File: src/rtl/trivium_pkg.sv
// Shared constants, tap positions, FSM encodings and the key/IV byte-reverse
// helper for the Trivium keystream sequencer.
package trivium_pkg;

    localparam int KEY_W       = 80;
    localparam int IV_W        = 80;
    localparam int STATE_W     = 288;
    localparam int INIT_ROUNDS = 1152;

    // Linear taps, AND-pair taps and cross-register feedback tap per register
    localparam int T1_A = 65,  T1_B = 92,  T1_N0 = 90,  T1_N1 = 91,  T1_FB = 170;
    localparam int T2_A = 161, T2_B = 176, T2_N0 = 174, T2_N1 = 175, T2_FB = 263;
    localparam int T3_A = 242, T3_B = 287, T3_N0 = 285, T3_N1 = 286, T3_FB = 68;

    // FSM encodings
    localparam logic [1:0] ST_IDLE = 2'd0;
    localparam logic [1:0] ST_INIT = 2'd1;
    localparam logic [1:0] ST_GEN  = 2'd2;
    localparam logic [1:0] ST_HOLD = 2'd3;

    // Reverse byte order: v[7:0] ends up in the top byte of the result
    function automatic logic [KEY_W-1:0] byte_rev80(input logic [KEY_W-1:0] v);
        logic [KEY_W-1:0] r;
        for (int i = 0; i < KEY_W / 8; i++)
            r[8*i +: 8] = v[8*(KEY_W/8-1-i) +: 8];
        return r;
    endfunction

endpackage

File: src/rtl/trivium_round.sv
// Combinational Trivium core: UNROLL chained rounds per evaluation.
// z_o[UNROLL-1] is the keystream bit of the first (oldest) round.
module trivium_round
    import trivium_pkg::*;
#(
    parameter int UNROLL = 8
) (
    input  logic [STATE_W-1:0] s_i,
    output logic [STATE_W-1:0] s_o,
    output logic [UNROLL-1:0]  z_o
);

    logic [UNROLL:0][STATE_W-1:0] st;

    assign st[0] = s_i;

    for (genvar r = 0; r < UNROLL; r++) begin : g_rnd
        logic t1, t2, t3, f1, f2, f3;
        assign t1 = st[r][T1_A] ^ st[r][T1_B];
        assign t2 = st[r][T2_A] ^ st[r][T2_B];
        assign t3 = st[r][T3_A] ^ st[r][T3_B];
        assign z_o[UNROLL-1-r] = t1 ^ t2 ^ t3;
        assign f1 = t1 ^ (st[r][T1_N0] & st[r][T1_N1]) ^ st[r][T1_FB];
        assign f2 = t2 ^ (st[r][T2_N0] & st[r][T2_N1]) ^ st[r][T2_FB];
        assign f3 = t3 ^ (st[r][T3_N0] & st[r][T3_N1]) ^ st[r][T3_FB];
        // each of the three registers shifts up by one, feedback enters at its base
        assign st[r+1] = {st[r][286:177], f2, st[r][175:93], f1, st[r][91:0], f3};
    end

    assign s_o = st[UNROLL];

endmodule

File: src/rtl/trivium_seq.sv
// Trivium sequencer: key/IV load, 1152-round warm-up, then Nwords keystream
// words over a Dvld/Dack handshake. Optional macro TRIVIUM_STATUS_EN adds the
// Wrem remaining-word output.
module trivium_seq
    import trivium_pkg::*;
#(
    parameter int UNROLL = 8,
    parameter int WORD_W = 32
) (
    input  logic              CLK,
    input  logic              RSTn,
    input  logic              EN,
    input  logic [KEY_W-1:0]  Kin,
    input  logic [IV_W-1:0]   IVin,
    input  logic [15:0]       Nwords,
    input  logic              Krdy,
    input  logic              Abort,
    input  logic              Dack,
    output logic              BSY,
    output logic              Kvld,
    output logic [WORD_W-1:0] Dout,
    output logic              Dvld,
    output logic              Done
`ifdef TRIVIUM_STATUS_EN
   ,output logic [15:0]       Wrem
`endif
);

    localparam int         WPC      = WORD_W / UNROLL;
    localparam int         BIT_W    = (WPC > 1) ? $clog2(WPC) : 1;
    localparam logic [10:0] RND_LAST = 11'(INIT_ROUNDS / UNROLL - 1);
    localparam logic [BIT_W-1:0] BIT_LAST = BIT_W'(WPC - 1);

    logic [1:0]         st_q, st_d;
    logic [STATE_W-1:0] s_q, s_d, s_nxt, s_load;
    logic [UNROLL-1:0]  z;
    logic [10:0]        rnd_q, rnd_d;
    logic               warm_q, warm_d;
    logic [BIT_W-1:0]   bit_q, bit_d;
    logic [WORD_W-1:0]  shreg_q, shreg_d, word_nxt;
    logic [15:0]        wcnt_q, wcnt_d;
    logic [WORD_W-1:0]  dout_q, dout_d;
    logic               dvld_q, dvld_d;
    logic               kvld_q, kvld_d;
    logic               done_q, done_d;

    trivium_round #(.UNROLL(UNROLL)) u_round (
        .s_i (s_q),
        .s_o (s_nxt),
        .z_o (z)
    );

    assign s_load = {3'b111, 112'b0, byte_rev80(IVin), 13'b0, byte_rev80(Kin)};

    // Oldest bits sit toward the MSB, so fresh z bits enter at the bottom
    if (WORD_W == UNROLL) begin : g_word_one
        assign word_nxt = z;
    end else begin : g_word_shift
        assign word_nxt = {shreg_q[WORD_W-UNROLL-1:0], z};
    end

    // Next-state logic; Abort overrides everything, pulses default low
    always_comb begin
        st_d    = st_q;
        s_d     = s_q;
        rnd_d   = rnd_q;
        warm_d  = warm_q;
        bit_d   = bit_q;
        shreg_d = shreg_q;
        wcnt_d  = wcnt_q;
        dout_d  = dout_q;
        dvld_d  = dvld_q;
        kvld_d  = 1'b0;
        done_d  = 1'b0;
        if (Abort) begin
            st_d   = ST_IDLE;
            dvld_d = 1'b0;
            wcnt_d = '0;
        end else begin
            case (st_q)
                ST_IDLE: begin
                    if (Krdy) begin
                        s_d    = s_load;
                        wcnt_d = Nwords;
                        rnd_d  = '0;
                        warm_d = 1'b0;
                        bit_d  = '0;
                        st_d   = ST_INIT;
                    end
                end
                ST_INIT: begin
                    if (!warm_q) begin
                        // warm-up rounds, keystream discarded
                        s_d = s_nxt;
                        if (rnd_q == RND_LAST) warm_d = 1'b1;
                        else                   rnd_d  = rnd_q + 11'd1;
                    end else begin
                        // warm-up finished last cycle: announce it
                        kvld_d = 1'b1;
                        bit_d  = '0;
                        if (wcnt_q == 16'd0) begin
                            done_d = 1'b1;
                            st_d   = ST_IDLE;
                        end else begin
                            st_d = ST_GEN;
                        end
                    end
                end
                ST_GEN: begin
                    s_d     = s_nxt;
                    shreg_d = word_nxt;
                    if (bit_q == BIT_LAST) begin
                        dout_d = word_nxt;
                        dvld_d = 1'b1;
                        bit_d  = '0;
                        st_d   = ST_HOLD;
                    end else begin
                        bit_d = bit_q + BIT_W'(1);
                    end
                end
                default: begin
                    // ST_HOLD: cipher state frozen until the word is taken
                    if (Dack) begin
                        dvld_d = 1'b0;
                        wcnt_d = wcnt_q - 16'd1;
                        if (wcnt_q == 16'd1) begin
                            done_d = 1'b1;
                            st_d   = ST_IDLE;
                        end else begin
                            st_d = ST_GEN;
                        end
                    end
                end
            endcase
        end
    end

    // State registers; EN low freezes everything including pending pulses
    always_ff @(posedge CLK or negedge RSTn) begin
        if (!RSTn) begin
            st_q    <= ST_IDLE;
            s_q     <= '0;
            rnd_q   <= '0;
            warm_q  <= 1'b0;
            bit_q   <= '0;
            shreg_q <= '0;
            wcnt_q  <= '0;
            dout_q  <= '0;
            dvld_q  <= 1'b0;
            kvld_q  <= 1'b0;
            done_q  <= 1'b0;
        end else if (EN) begin
            st_q    <= st_d;
            s_q     <= s_d;
            rnd_q   <= rnd_d;
            warm_q  <= warm_d;
            bit_q   <= bit_d;
            shreg_q <= shreg_d;
            wcnt_q  <= wcnt_d;
            dout_q  <= dout_d;
            dvld_q  <= dvld_d;
            kvld_q  <= kvld_d;
            done_q  <= done_d;
        end
    end

    assign BSY  = (st_q != ST_IDLE);
    assign Kvld = kvld_q;
    assign Dout = dout_q;
    assign Dvld = dvld_q;
    assign Done = done_q;
`ifdef TRIVIUM_STATUS_EN
    assign Wrem = wcnt_q;
`endif

endmodule

File: config.mk
export PLATFORM = sky130hd
export DESIGN_NAME = trivium_seq
export DESIGN_NICKNAME = d
export VERILOG_FILES = /design/src/rtl/trivium_pkg.sv /design/src/rtl/trivium_round.sv /design/src/rtl/trivium_seq.sv
export SDC_FILE = /design/constraint.sdc
export NUM_CORES = 1
export LEC_CHECK = 0
export BUFFER_PORTS_ARGS = -buffer_cell sky130_fd_sc_hd__buf_2
export CORE_UTILIZATION = 50
export CTS_CLUSTER_DIAMETER = 50
export DETAILED_ROUTE_END_ITERATION = 10
export MAX_ROUTING_LAYER = met4
export PLACE_DENSITY = 0.7
export SLEW_MARGIN = 0
export SYNTH_ARGS = -nofsm -noshare
export SYNTH_HDL_FRONTEND = slang
export SYNTH_SLANG_ARGS = --single-unit
File: constraint.sdc
create_clock -name CLK -period 5.5 [get_ports CLK]
set_input_delay 0.275 -clock CLK [delete_from_list [all_inputs] [get_ports CLK]]
set_output_delay 0.275 -clock CLK [all_outputs]
set_load 0.05 [all_outputs]
Yosys cells after proc, flatten, opt, wreduce, memory -nomap -nowiden
Cells that the tools add are included.
{"block": "word_totals", "regBits": 379, "word_cells": 201, "out_inout_bits": 36, "inputBits": 182}
{"block": "op_classes", "n_eq_ne": 14, "n_addsub": 3, "n_reduce_logical": 20, "mux": 40, "bitwise_logic": 113}
{"operator": "one-hot mux 288 bit (3 select lines)", "n": 1}
{"operator": "2-to-1 mux 288 bit", "n": 2}
{"operator": "XOR 1 bit", "n": 88}
{"operator": "2-to-1 mux 16 bit", "n": 3}
{"operator": "2-to-1 mux 11 bit", "n": 3}
{"operator": "one-hot mux 16 bit (2 select lines)", "n": 1}
{"operator": "bitwise AND 1 bit", "n": 24}
{"operator": "one-hot mux 11 bit (2 select lines)", "n": 1}
{"operator": "2-to-1 mux 2 bit", "n": 10}
{"operator": "equality test 16 x 1 -> 1 bit (second input constant)", "n": 1}
{"operator": "logical NOT 16 bit", "n": 1}
{"operator": "AND reduction 4 bit", "n": 4}
{"operator": "subtractor 16 x 1 -> 16 bit (second input constant)", "n": 1}
{"operator": "AND reduction 5 bit", "n": 3}
{"operator": "2-to-1 mux 1 bit", "n": 14}
{"operator": "one-hot mux 2 bit (3 select lines)", "n": 2}
{"operator": "adder 11 x 1 -> 11 bit (second input constant)", "n": 1}
{"operator": "equality test 11 x 8 -> 1 bit (second input constant)", "n": 1}
{"operator": "!= test 3 bit (second input constant)", "n": 3}
{"operator": "nonzero test 3 bit", "n": 3}
{"operator": "!= test 2 bit (second input constant)", "n": 4}
{"operator": "one-hot mux 1 bit (2 select lines)", "n": 3}
{"operator": "AND reduction 6 bit", "n": 1}
{"operator": "OR reduction 2 bit", "n": 3}
{"operator": "9 further kinds", "n": 12}

Depth between registers and ports, before layout
Gate-level depths: netlist of run 1.
{"block": "depth", "depth_word": 5, "ltp_mapped": 10}

By module
Synthesis of run 1 repeated with hierarchy kept, for this count alone.
{"block": "hier_totals", "cells_unflattened": 1998, "hier_area_um2": 19790.2}
{"mod": "trivium_seq", "seq_area_each_um2": 9484.1, "cells_each": 1630, "n_inst": 1, "area_each_um2": 16483.3}
{"mod": "trivium_round", "seq_area_each_um2": 0.0, "cells_each": 368, "n_inst": 1, "area_each_um2": 3306.9}

Worst setup path after synthesis of run 1
No wires, ideal clock.
{"block": "synth_path", "kind": "reg-to-reg", "startpoint": "register st_q[1]", "endpoint": "register rnd_q[6]", "t_arrival_ps": 2008, "setup_ps": 103, "period_less_slack_ps": 2112, "n_path_buf": 3, "slack_ps": 3388, "required_ps": 5397, "stages_incl_launch_ff": 10, "cell_sequence": "dfrtp_1 -> inv_1 -> ha_1 -> clkbuf_1 -> o21ai_0 -> or3_1 -> clkbuf_1 -> or2_0 -> buf_2 -> o41ai_2"}
{"block": "synth_between", "elab_chain_len": 3}
{"element": "start: declaration", "line": "trivium_seq.sv:34", "text": "logic [1:0] st_q, st_d;"}
{"element": "start signal: assignment", "line": "trivium_seq.sv:153", "text": "st_q <= st_d;"}
{"element": "equality test 2 x 1 -> 1 bit or logical NOT 2 bit (tied branches)", "line": "trivium_seq.sv:80", "text": "case (st_q)"}
{"element": "!= test 2 bit (no source line) or nonzero test 2 bit (tied branches)"}
{"element": "AND reduction 6 bit (no source line)"}
{"element": "end signal: assignment", "line": "trivium_seq.sv:155", "text": "rnd_q <= rnd_d;"}
{"element": "end: declaration", "line": "trivium_seq.sv:37", "text": "logic [10:0] rnd_q, rnd_d;"}
Parallel ways exist; a longest one is shown, timed or not.
A chain may end at the register's enable or synchronous reset.

Worst setup path in the final report of run 1
{"block": "layout_path", "startpoint": "register st_q[0]", "endpoint": "register s_q[185]"}
{"block": "layout_between", "elab_chain_len": 3}
{"element": "equality test 2 x 1 -> 1 bit (tied with other cells)", "line": "trivium_seq.sv:80"}
{"element": "!= test 2 bit (no source line) or nonzero test 3 bit (tied branches)"}
{"element": "AND reduction 5 bit (no source line)"}
{"element": "end signal: assignment", "line": "trivium_seq.sv:142", "text": "s_q <= '0;"}
{"element": "end signal: assignment", "line": "trivium_seq.sv:154", "text": "s_q <= s_d;"}
{"element": "end: declaration", "line": "trivium_seq.sv:35", "text": "logic [STATE_W-1:0] s_q, s_d, s_nxt, s_load;"}
Parallel ways exist; a longest one is shown, timed or not.

==> flow_summary_export.csv, run 1 <==
group,metric,value,unit
final_layout,mostFrequentLayoutCells,"449 x nand2_1, 379 x dfrtp_1, 216 x buf_2",
floorplanning,initial_utilization,51.2,%
floorplanning,die_area,0.0353,mm^2
worst_setup_path,critPathRequiredTime,5960,ps
global_routing,global_route_wire_length_before_repair,65800,um
worst_setup_path,critical-path-top-delay-family,"simple AND/OR/NAND/NOR gates",
status,run_status,"complete, no violations",
worst_hold_path,hold_path.startpoint,"IVin[69]",
yosys,postSynthNetCount,1924,
yosys,synthDistinctLibCells,52,
sta,worstMarginPinSlew,1060,ps
worst_hold_path,hold_path_sink,"s_q[106]",
sta,finalWorstPathRequiredPeriod,3110,ps
yosys,yosysWarnings,0,
clock_network,cts_sinks,379,
clock_network,skew_pair_late_insertion_delay,540,ps
yosys,post_synth_edffs,0,
power_and_ir_drop,internal_power,7.17,mW
sta,max_slew_headroom,29.0,%
global_routing,antenna_found_initial,10,
power_and_ir_drop,powerDensity,573,mW/mm^2
worst_setup_path,setup.worst_path.start,"st_q[0]",
yosys,synth-seq-cells,379,
sta,setup_viol_count_final,0,
yosys,synth_area,0.0173,mm^2
clock_network,post_cts_resize_count,0,
worst_setup_path,cp_slowest_cell,"and2_4",
detailed_routing,drc_errors,0,
global_routing,grt_remaining_overflow,0,
floorplanning,floorplan.io_pins,218,
power_and_ir_drop,sequential_fraction_of_design_power,36.8,%
final_layout,fin_nets,2086,
worst_setup_path,r2r_end,"s_q[185]",
power_and_ir_drop,clkPwrFrac,25.4,%
final_layout,layout-area-overhead-vs-synth,16.6,%
worst_setup_path,worstRegToRegCells,8,
floorplanning,die_width,188,um
worst_setup_path,crit_path_start_kind,"flip-flop",
yosys,synth_top_area_share,54.8,%
worst_setup_path,critPathMaxFanout,89,
clock_network,cts_tree,"built",
power_and_ir_drop,static-leakage-power,10.1,nW
sta,hold_violations,0,
clock_network,cts-root-buf,"clkbuf_16",
sta,unrepaired_setup_endpoints_after_global_routing,"false",
clock_network,clk_pin_slew_worst_paths,60,ps
detailed_routing,vias,12800,
global_routing,first_global_vias,12700,
final_layout,post_route_cells_drive_above_1_share,17.9,%
floorplanning,die_height,188,um
placement,io_buffer_count,217,
worst_setup_path,register_to_register_setup_slack,2390,ps
worst_setup_path,critPathCaptureType,"flip-flop",
sta,whs,16.7,ps
worst_setup_path,path_cells,"inv_1, ha_4, nor2b_1, nor3_1, and2_4, buf_4, nand3_1, nand2_1",
detailed_routing,drtPass1Iterations,6,
detailed_routing,post_drt_via_cell_ratio,5.36,
power_and_ir_drop,irDropWorstVdd,0.505,mV
floorplanning,core_area,0.0338,mm^2
sta,post-route-period-util,56.5,%
final_layout,mostFrequentLayoutCell,"nand2_1",
detailed_routing,post_drt_antenna_nets,0,
sta,max_freq,0.322,GHz
power_and_ir_drop,swShare,37.9,%
worst_hold_path,min_delay_path_depth,3,
worst_setup_path,crit_type,"reg -> reg",
detailed_routing,wire_per_inst,16.7,um
yosys,synth.yosys.seq_area_share,54.8,%
yosys,syn-mean-instance-area,9.97,um^2
detailed_routing,drt-total-wl,39800,um
global_routing,grt_util_all_layers,23.6,%
worst_setup_path,critPathMaxStageDelay,850,ps
clock_network,cts.htree.levels,2,
worst_hold_path,min_path_type,"in -> reg",
clock_network,cts.path.max_buffers,3,
placement,finalWeightedCongestion,0.869,
yosys,synth_async_sr_flop_share,100,%
yosys,synth_top_cell_by_area,"dfrtp_1",
sta,final.setup_skew,22.5,ps
detailed_routing,number_of_drc_markers_after_the_initial_detailed_route_iteration,1031,
yosys,netlist_instances,1734,
sta,timing_max_transition_violations_final,0,
power_and_ir_drop,total_switching_power,4.38,mW
global_routing,grt_start_max_net_pins,165,
run,cap_violations,0,
worst_setup_path,worst-endpoint-arrival,3570,ps
sta,totalNegativeSetupSlack,0,ps
yosys,ys_top_cells_by_area,"dfrtp_1 55%, nand2_1 9.8%, mux2i_1 9.4%",
yosys,dominantRegCellSynth,"dfrtp_1",
power_and_ir_drop,combinationalPowerShare,37.8,%
clock_network,clock_buffers_created_by_tritoncts,44,
worst_setup_path,buf_inv_stages_crit_path,2,
floorplanning,fp-row-count,67,
worst_setup_path,worstReg2RegStart,"st_q[0]",
placement,dp_hpwl,26300,um
-- registers in the layout, summed over array words and instances, names as in the netlist --
name,flops
Done,1
Dout,32
Dvld,1
Kvld,1
bit_q,2
rnd_q,11
s_q,288
shreg_q,24
st_q,2
warm_q,1
wcnt_q,16
-- power by group through the flow --
stage,Combinational [mW],Clock (mW),Sequential (mW)
2_1_floorplan,3.39,0,4.07
3_3_place_gp,4.28,0,4.24
3_5_place_dp,4.36,0,4.27
4_1_cts,4.39,2.99,4.24
5_1_grt,4.82,3.11,4.34
6_report,4.37,2.93,4.25
-- cells in the mapped netlist (5+ instances only) --
| master | count |
|---|---|
| nor2_1 | 30 |
| dfrtp_1 | 379 |
| a21oi_1 | 7 |
| xnor2_1 | 90 |
| a31oi_1 | 5 |
| or3_1 | 5 |
| nand3_1 | 127 |
| buf_2 | 34 |
| nand2_1 | 450 |
| clkbuf_1 | 70 |
| nor3_1 | 15 |
| mux2i_1 | 162 |
| o2bb2ai_1 | 5 |
| inv_1 | 12 |
| o21ai_0 | 213 |
| o31ai_1 | 7 |
| ha_1 | 8 |
| mux2_2 | 41 |
| a22o_1 | 10 |
| nor4_1 | 5 |
-- metrics by stage --
step | area [um^2] | power, mW | utilization [%] | std cells | worst slack [ps]
final | 20200 | 11.5 | 59.7 | 2390 | 2390
after global routing | 20200 | 12.3 | 59.6 | 2388 | 2100
after CTS | 20100 | 11.6 | 59.6 | 2378 | 2400
after detailed placement | 18600 | 8.63 | 55.1 | 2296 | 2430
after global placement | 18600 | 8.52 | 55.1 | 2296 | 2510
after floorplan | 17300 | 7.46 | - | 1734 | 3390
-- per-layer routing --
layer | track usage [%] | wire length (um)
met1 | 32.6 | 18100
met5 | - | 0
met3 | 3.87 | 2180
met2 | 36.3 | 18700
met4 | 6.35 | 757
-- how the worst max path moves through the flow --
stage	to	slack, ps	cells after the start
2_1_floorplan	rnd_q[6]	3390	9
3_3_place_gp	s_q[287]	2510	7
3_5_place_dp	s_q[251]	2430	8
4_1_cts	s_q[187]	2400	8
5_1_grt	s_q[193]	2100	8
6_report	s_q[185]	2390	8
-- cell families after synthesis --
family / count (synthesis) / share of synthesized area, %
buffers and inverters: 126 / 3.18
and+or+nand+nor: 656 / 15.9
muxes: 203 / 12.0
xor gates and xnor gates: 92 / 4.66
adders and majority gates: 8 / 0.579
AOI/OAI and AO/OA: 270 / 8.78
DFF: 379 / 54.8
-- tightest hold or removal path, delay by kind of cell --
kind                   cells  cell delay, ps
buffers and inverters      1              70
AO/OA/AOI/OAI              1             130
multiplexers               1              50
-- area by class of cell --
class / count / area [um^2]
diodes: 12 / 30.0
clock buffers: 65 / 1270
clock inverters: 15 / 205
fillers: 2875 / 13600
inverters: 12 / 45.0
multi-input cells: 1229 / 7290
flip-flops and latches: 379 / 9480
well taps: 448 / 561
repair buffers: 230 / 1270
-- what timing repair did --
| action | 4_1_cts | 5_1_grt |
|---|---|---|
| buffers inserted | 0 | 0 |
| hold endpoints to repair | 92 | 0 |
| hold buffers | 2 | 0 |
Note: power is estimated with default switching activity, not from simulation.
==> run 2: changes to the inputs <==
--- a/config.mk
+++ b/config.mk
@@ -10,7 +10,7 @@
 export CTS_CLUSTER_DIAMETER = 50
 export DETAILED_ROUTE_END_ITERATION = 10
 export MAX_ROUTING_LAYER = met4
-export PLACE_DENSITY = 0.7
+export PLACE_DENSITY = 0.73
 export SLEW_MARGIN = 0
 export SYNTH_ARGS = -nofsm -noshare
 export SYNTH_HDL_FRONTEND = slang
==> constraint.sdc (replaced) <==
create_clock -name CLK -period 2.7 [get_ports CLK]
set_input_delay 0.135 -clock CLK [delete_from_list [all_inputs] [get_ports CLK]]
set_output_delay 0.135 -clock CLK [all_outputs]
set_load 0.05 [all_outputs]
==> run 2 against run 1 <==
  * Setup slack lost 2300 ps
  * Final area grew 9.6%
  * Clock-buffer cell count shrank 8
  * Highest routed layer unchanged
==> flow_summary_export.csv, run 2 (synthesis gave the netlist of run 1 again) <==
group,metric,value,unit
status,run_status,"complete, no violations",
detailed_routing,drtPass1Iterations,5,
global_routing,grt_util_all_layers,25.9,%
placement,pre_cts_slack,234,ps
worst_setup_path,register_to_register_setup_slack,140,ps
floorplanning,die_width,188,um
clock_network,clk_pin_slew_worst_paths,60,ps
placement,finalWeightedCongestion,0.874,
sta,post-route-period-util,94.8,%
final_layout,mostFrequentLayoutCells,"449 x nand2_1, 379 x dfrtp_1, 216 x buf_2",
floorplanning,floorplan.io_pins,218,
worst_setup_path,cp_slowest_cell,"nor3_1",
final_layout,post_route_cells_drive_above_1_share,17.2,%
worst_setup_path,critPathMaxStageDelay,440,ps
worst_setup_path,path_cells,"inv_1, ha_4, nor2b_1, nor3_1, nand2_4, buf_12, nand2_1, o21ai_0",
final_layout,mostFrequentLayoutCell,"nand2_1",
clock_network,cts_sinks,379,
detailed_routing,post_drt_antenna_nets,0,
power_and_ir_drop,static-leakage-power,10.9,nW
clock_network,cts_tree,"built",
sta,worstMarginPinSlew,763,ps
final_layout,largest_register,"s_q",
detailed_routing,drt-total-wl,44200,um
global_routing,global_route_wire_length_before_repair,71500,um
worst_hold_path,min_path_type,"in -> reg",
global_routing,antenna_found_initial,2,
worst_setup_path,critPathCaptureType,"flip-flop",
clock_network,cts.htree.levels,2,
final_layout,largest_reg_flops,288,
final_layout,layout-area-overhead-vs-synth,27.8,%
sta,max_slew_headroom,49.1,%
worst_hold_path,min_delay_path_depth,3,
worst_setup_path,worstRegToRegCells,8,
global_routing,first_global_vias,13900,
worst_setup_path,buf_inv_stages_crit_path,2,
sta,totalNegativeSetupSlack,0,ps
placement,io_buffer_count,217,
clock_network,cts.path.max_buffers,3,
global_routing,grt_remaining_overflow,0,
placement,dp_hpwl,27500,um
clock_network,cts-root-buf,"clkbuf_16",
power_and_ir_drop,irDropWorstVdd,1.56,mV
detailed_routing,post_drt_via_cell_ratio,5.39,
global_routing,grt_start_max_net_pins,111,
floorplanning,die_height,188,um
sta,unrepaired_setup_endpoints_after_global_routing,"false",
detailed_routing,wire_per_inst,17.2,um
clock_network,clock_buffers_created_by_tritoncts,43,
floorplanning,initial_utilization,51.2,%
sta,final.setup.worst_slack,139,ps
detailed_routing,vias,13800,
final_layout,fin_nets,2278,
sta,finalWorstPathRequiredPeriod,2560,ps
detailed_routing,drc_errors,0,
worst_setup_path,worstReg2RegStart,"st_q[0]",
floorplanning,fp-row-count,67,
run,cap_violations,0,
sta,max_freq,0.391,GHz
power_and_ir_drop,powerDensity,1080,mW/mm^2
worst_setup_path,crit_path_start_kind,"flip-flop",
worst_setup_path,r2r_end,"s_q[49]",
worst_setup_path,crit_type,"reg -> reg",
sta,final.setup_skew,23.3,ps
sta,hold_violations,0,
worst_setup_path,critPathRequiredTime,3090,ps
worst_hold_path,hold_path.startpoint,"Dack",
detailed_routing,number_of_drc_markers_after_the_initial_detailed_route_iteration,1128,
clock_network,skew_pair_late_insertion_delay,550,ps
sta,timing_max_transition_violations_final,0,
worst_setup_path,critical-path-top-delay-family,"simple AND/OR/NAND/NOR gates",
floorplanning,die_area,0.0353,mm^2
sta,setup_viol_count_final,0,
floorplanning,core_area,0.0338,mm^2
worst_setup_path,worst-endpoint-arrival,2950,ps
worst_hold_path,hold_path_sink,"Done",
worst_setup_path,critPathMaxFanout,110,
run 2: changes by cell type in the layout (fill, tap and decap cells not counted), sizes merged:
cell and delta:
buf +16, bufinv -1, clkbuf -8, clkinv +4, clkinvlp +1, diode -10, dlygate4sd3 +177, inv +1
run 2: timing repair:
| action | in CTS | in global routing |
|---|---|---|
| gates resized for setup | 0 | 0 |
| hold buffers | 179 | 0 |
| setup buffers | 0 | 0 |
| hold endpoints to repair | 249 | 0 |
run 2: how the worst max path moves through the flow:
stage / start / end / cells after the start
2_1_floorplan: st_q[1] / rnd_q[6] / 9
3_3_place_gp: st_q[0] / s_q[183] / 7
3_5_place_dp: st_q[0] / s_q[39] / 8
4_1_cts: st_q[0] / s_q[11] / 8
5_1_grt: st_q[0] / s_q[16] / 8
6_report: st_q[0] / s_q[49] / 8
run 2: area by class of cell:
type,instances,area [um^2]
antenna,2,5.00
clock buffer,57,1200
clock inverter,20,225
fill,2483,11700
inverter,12,45.0
multi-input combinational,1229,7290
sequential,379,9480
tap,448,561
timing repair buffer,423,3290
run 2: through the flow:
| stage | instances | hold WS (ps) | cell area (um^2) | power, mW | utilization [%] |
|---|---|---|---|---|---|
| after global placement | 2312 | 166 | 18900 | 17.5 | 55.9 |
| final | 2570 | 45.8 | 22100 | 23.9 | 65.4 |
| after detailed placement | 2312 | 156 | 18900 | 17.8 | 55.9 |
| after global routing | 2570 | 46.0 | 22100 | 25.3 | 65.4 |
| after floorplan | 1734 | -161 | 17300 | 15.2 | - |
| after CTS | 2568 | 19.3 | 22100 | 23.8 | 65.4 |
run 2: worst reg2reg max path: cells and delay by family (launching register included):
family | cells | cell delay [ps]
AO/OA/AOI/OAI | 1 | 110
buffers and inverters | 2 | 430
adder cells (fa/ha/maj) | 1 | 290
AND/OR/NAND/NOR | 4 | 1150
flip-flops | 1 | 410
run 2: layer usage:
metal  vias up  track usage [%]  routed length (um)  part of all wire (%)
met1      6708             33.3               18700                    42
met2       447             42.4               21900                    50
met5         -                -                   0                     0
li1       6590                -                   -                     -
met4         0             9.10                1350                   3.1
met3       101             3.29                2280                   5.2
run 2: power by group:
part           switching [mW]  internal, mW  leakage (nW)
logic                    5.45          3.94          5.19
clock network            2.35          3.45         0.703
registers                1.38          7.33          5.02
total                    9.18          14.7          10.9
==> run 3: changes to the inputs <==
--- a/config.mk
+++ b/config.mk
@@ -6,11 +6,11 @@
 export NUM_CORES = 1
 export LEC_CHECK = 0
 export BUFFER_PORTS_ARGS = -buffer_cell sky130_fd_sc_hd__buf_2
-export CORE_UTILIZATION = 50
+export CORE_UTILIZATION = 53
 export CTS_CLUSTER_DIAMETER = 50
 export DETAILED_ROUTE_END_ITERATION = 10
 export MAX_ROUTING_LAYER = met4
-export PLACE_DENSITY = 0.73
+export PLACE_DENSITY_LB_ADDON = 0.2
 export SLEW_MARGIN = 0
 export SYNTH_ARGS = -nofsm -noshare
 export SYNTH_HDL_FRONTEND = slang
==> run 3 against run 2 <==
  * Sequential cell count did not move
  * Setup slack improved by 150 ps
  * First-iteration DRC count fell by 20%
  * Global-route usage rose by 2.4 points
  * Clock power rose by 5.2%
  * Final cell count barely moved
  * Via count rose by 0.41%
  * Largest cell class unchanged
==> flow_summary_export.csv, run 3 (synthesis gave the netlist of run 1 again) <==
group,metric,value,unit
final_layout,area_taken_by_multi_input_logic_gates,0.00729,mm^2
sta,finalWorstPathRequiredPeriod,2410,ps
clock_network,cts-root-buf,"clkbuf_16",
sta,hold_violations,0,
global_routing,grt_remaining_overflow,0,
power_and_ir_drop,sequential_fraction_of_design_power,35.8,%
power_and_ir_drop,total_switching_power,9.31,mW
worst_setup_path,critPathCaptureType,"flip-flop",
detailed_routing,wire_per_inst,17.3,um
sta,setup_viol_count_final,0,
placement,dp_hpwl,27700,um
final_layout,layout-area-overhead-vs-synth,28.7,%
clock_network,cts_setup_buffers,0,
detailed_routing,met3_wirelength,2040,um
detailed_routing,post_drt_via_cell_ratio,5.41,
global_routing,antenna_found_initial,1,
floorplanning,initial_utilization,54.4,%
worst_setup_path,buf_inv_stages_crit_path,2,
sta,totalNegativeSetupSlack,0,ps
power_and_ir_drop,power,24.3,mW
final_layout,layoutNonFillerInstCount,2569,
detailed_routing,drt-total-wl,44500,um
detailed_routing,post_drt_antenna_nets,0,
sta,unrepaired_setup_endpoints_after_global_routing,"false",
power_and_ir_drop,clkPwrFrac,25.1,%
placement,io_buffer_count,217,
worst_setup_path,critPathRequiredTime,3100,ps
worst_setup_path,critPathMaxStageDelay,420,ps
worst_setup_path,critical-path-top-delay-family,"simple AND/OR/NAND/NOR gates",
detailed_routing,wl_met2,21400,um
final_layout,ff_latch_area,0.00948,mm^2
clock_network,clock_buffers_created_by_tritoncts,45,
global_routing,grt_start_max_net_pins,90,
global_routing,grt_util_all_layers,28.3,%
detailed_routing,drc_errors,0,
sta,max_freq,0.415,GHz
floorplanning,floorplan.io_pins,218,
power_and_ir_drop,internal_power,15.0,mW
floorplanning,fp-row-count,65,
placement,pre_cts_slack,297,ps
sta,worstMarginPinSlew,755,ps
global_routing,first_global_vias,14100,
worst_setup_path,worst-endpoint-arrival,2810,ps
worst_setup_path,crit_path_start_kind,"flip-flop",
clock_network,cts_tree,"built",
power_and_ir_drop,irDropWorstVdd,0.705,mV
clock_network,cts.htree.levels,2,
final_layout,mostFrequentLayoutCell,"nand2_1",
power_and_ir_drop,swShare,38.3,%
final_layout,largest_register,"s_q",
sta,final.setup_skew,19.9,ps
worst_setup_path,crit_type,"reg -> reg",
power_and_ir_drop,static-leakage-power,11.0,nW
final_layout,mostFrequentLayoutCells,"449 x nand2_1, 379 x dfrtp_1, 216 x buf_2",
floorplanning,die_width,183,um
final_layout,post_route_cells_drive_above_1_share,17.8,%
global_routing,global_route_wire_length_before_repair,73500,um
placement,postPlaceCellArea,0.0190,mm^2
status,run_status,"complete, no violations",
final_layout,fillCellCount,2374,
power_and_ir_drop,combinationalPowerShare,39.0,%
detailed_routing,vias,13900,
clock_network,cts_sinks,379,
worst_setup_path,cp_slowest_cell,"dfrtp_1",
floorplanning,die_area,0.0334,mm^2
sta,final.setup.worst_slack,291,ps
detailed_routing,m1WireLength,20000,um
final_layout,fin_nets,2293,
placement,finalWeightedCongestion,0.866,
run,cap_violations,0,
detailed_routing,number_of_drc_markers_after_the_initial_detailed_route_iteration,903,
clock_network,skew_pair_late_insertion_delay,560,ps
sta,max_slew_headroom,49.7,%
worst_setup_path,critPathMaxFanout,57,
detailed_routing,routed.top_layer,"met4",
placement,post-place-cells,2310,
final_layout,largest_reg_flops,288,
worst_setup_path,path_cells,"inv_1, ha_4, nor2b_1, nor3_1, nand2_4, buf_12, nand2_1, o21ai_0",
clock_network,clk_pin_slew_worst_paths,60,ps
worst_hold_path,min_path_type,"in -> reg",
sta,timing_max_transition_violations_final,0,
final_layout,final_cell_area,0.0223,mm^2
floorplanning,core_area,0.0318,mm^2
detailed_routing,drtPass1Iterations,5,
sta,post-route-period-util,89.2,%
clock_network,cts.path.max_buffers,3,
power_and_ir_drop,powerDensity,1090,mW/mm^2
floorplanning,die_height,183,um
==> run 3: routing by layer <==
| layer | GRT usage [%] | up-vias |
|---|---|---|
| met2 | 45.0 | 384 |
| met3 | 3.83 | 84 |
| met1 | 38.1 | 6812 |
| met4 | 8.37 | 0 |
| li1 | - | 6623 |
| met5 | - | - |
==> run 3: timing repair <==
action                                 CTS  global route
hold buffers                           181             0
resized for setup                        0             0
endpoints found under the hold margin  260             0
==> run 3: area by class of cell <==
type | instances | area share (%)
inverters | 12 | 0.202
clock inverters | 22 | 1.22
diodes | 1 | 0.0112
repair buffers | 436 | 15.3
flip-flops and latches | 379 | 42.6
multi-input cells | 1229 | 32.7
clock buffers | 55 | 5.50
well taps | 435 | 2.44
==> run 3: final timing paths <==
check / from / slack [ps] / endpoint / cells past startpoint
worst max-delay path: st_q[0] / 290 / s_q[144] / 8
worst min-delay path: Dack / 70 / Dvld / 5
worst max register to register: st_q[0] / 290 / s_q[144] / 8
worst min register to register: s_q[205] / 460 / s_q[205] / 2
max in group asynchronous: RSTn / 1620 / s_q[167] / 3
min in group asynchronous: RSTn / 180 / s_q[37] / 2
==> run 3: metrics by stage <==
step / hold slack (ps) / utilization (%)
6_report: 72.3 / 70.0
5_1_grt: 101 / 70.0
3_3_place_gp: 221 / 59.6
2_1_floorplan: -161 / -
3_5_place_dp: 216 / 59.6
4_1_cts: 41.0 / 70.0
==> run 3: worst min-delay path: cells and delay by family <==
| kind | cells | cell delay [ps] |
|---|---|---|
| buf+inv | 1 | 130 |
| simple gates | 3 | 240 |
| compound gates | 1 | 80 |
==> run 3: power by group through the flow <==
stage / Combinational, mW / Sequential (mW) / Clock, mW
floorplan: 6.91 / 8.30 / 0
global placement: 8.96 / 8.65 / 0
detailed placement: 9.14 / 8.71 / 0
CTS: 9.40 / 8.64 / 6.21
global route: 10.4 / 8.89 / 6.44
finish: 9.48 / 8.70 / 6.10
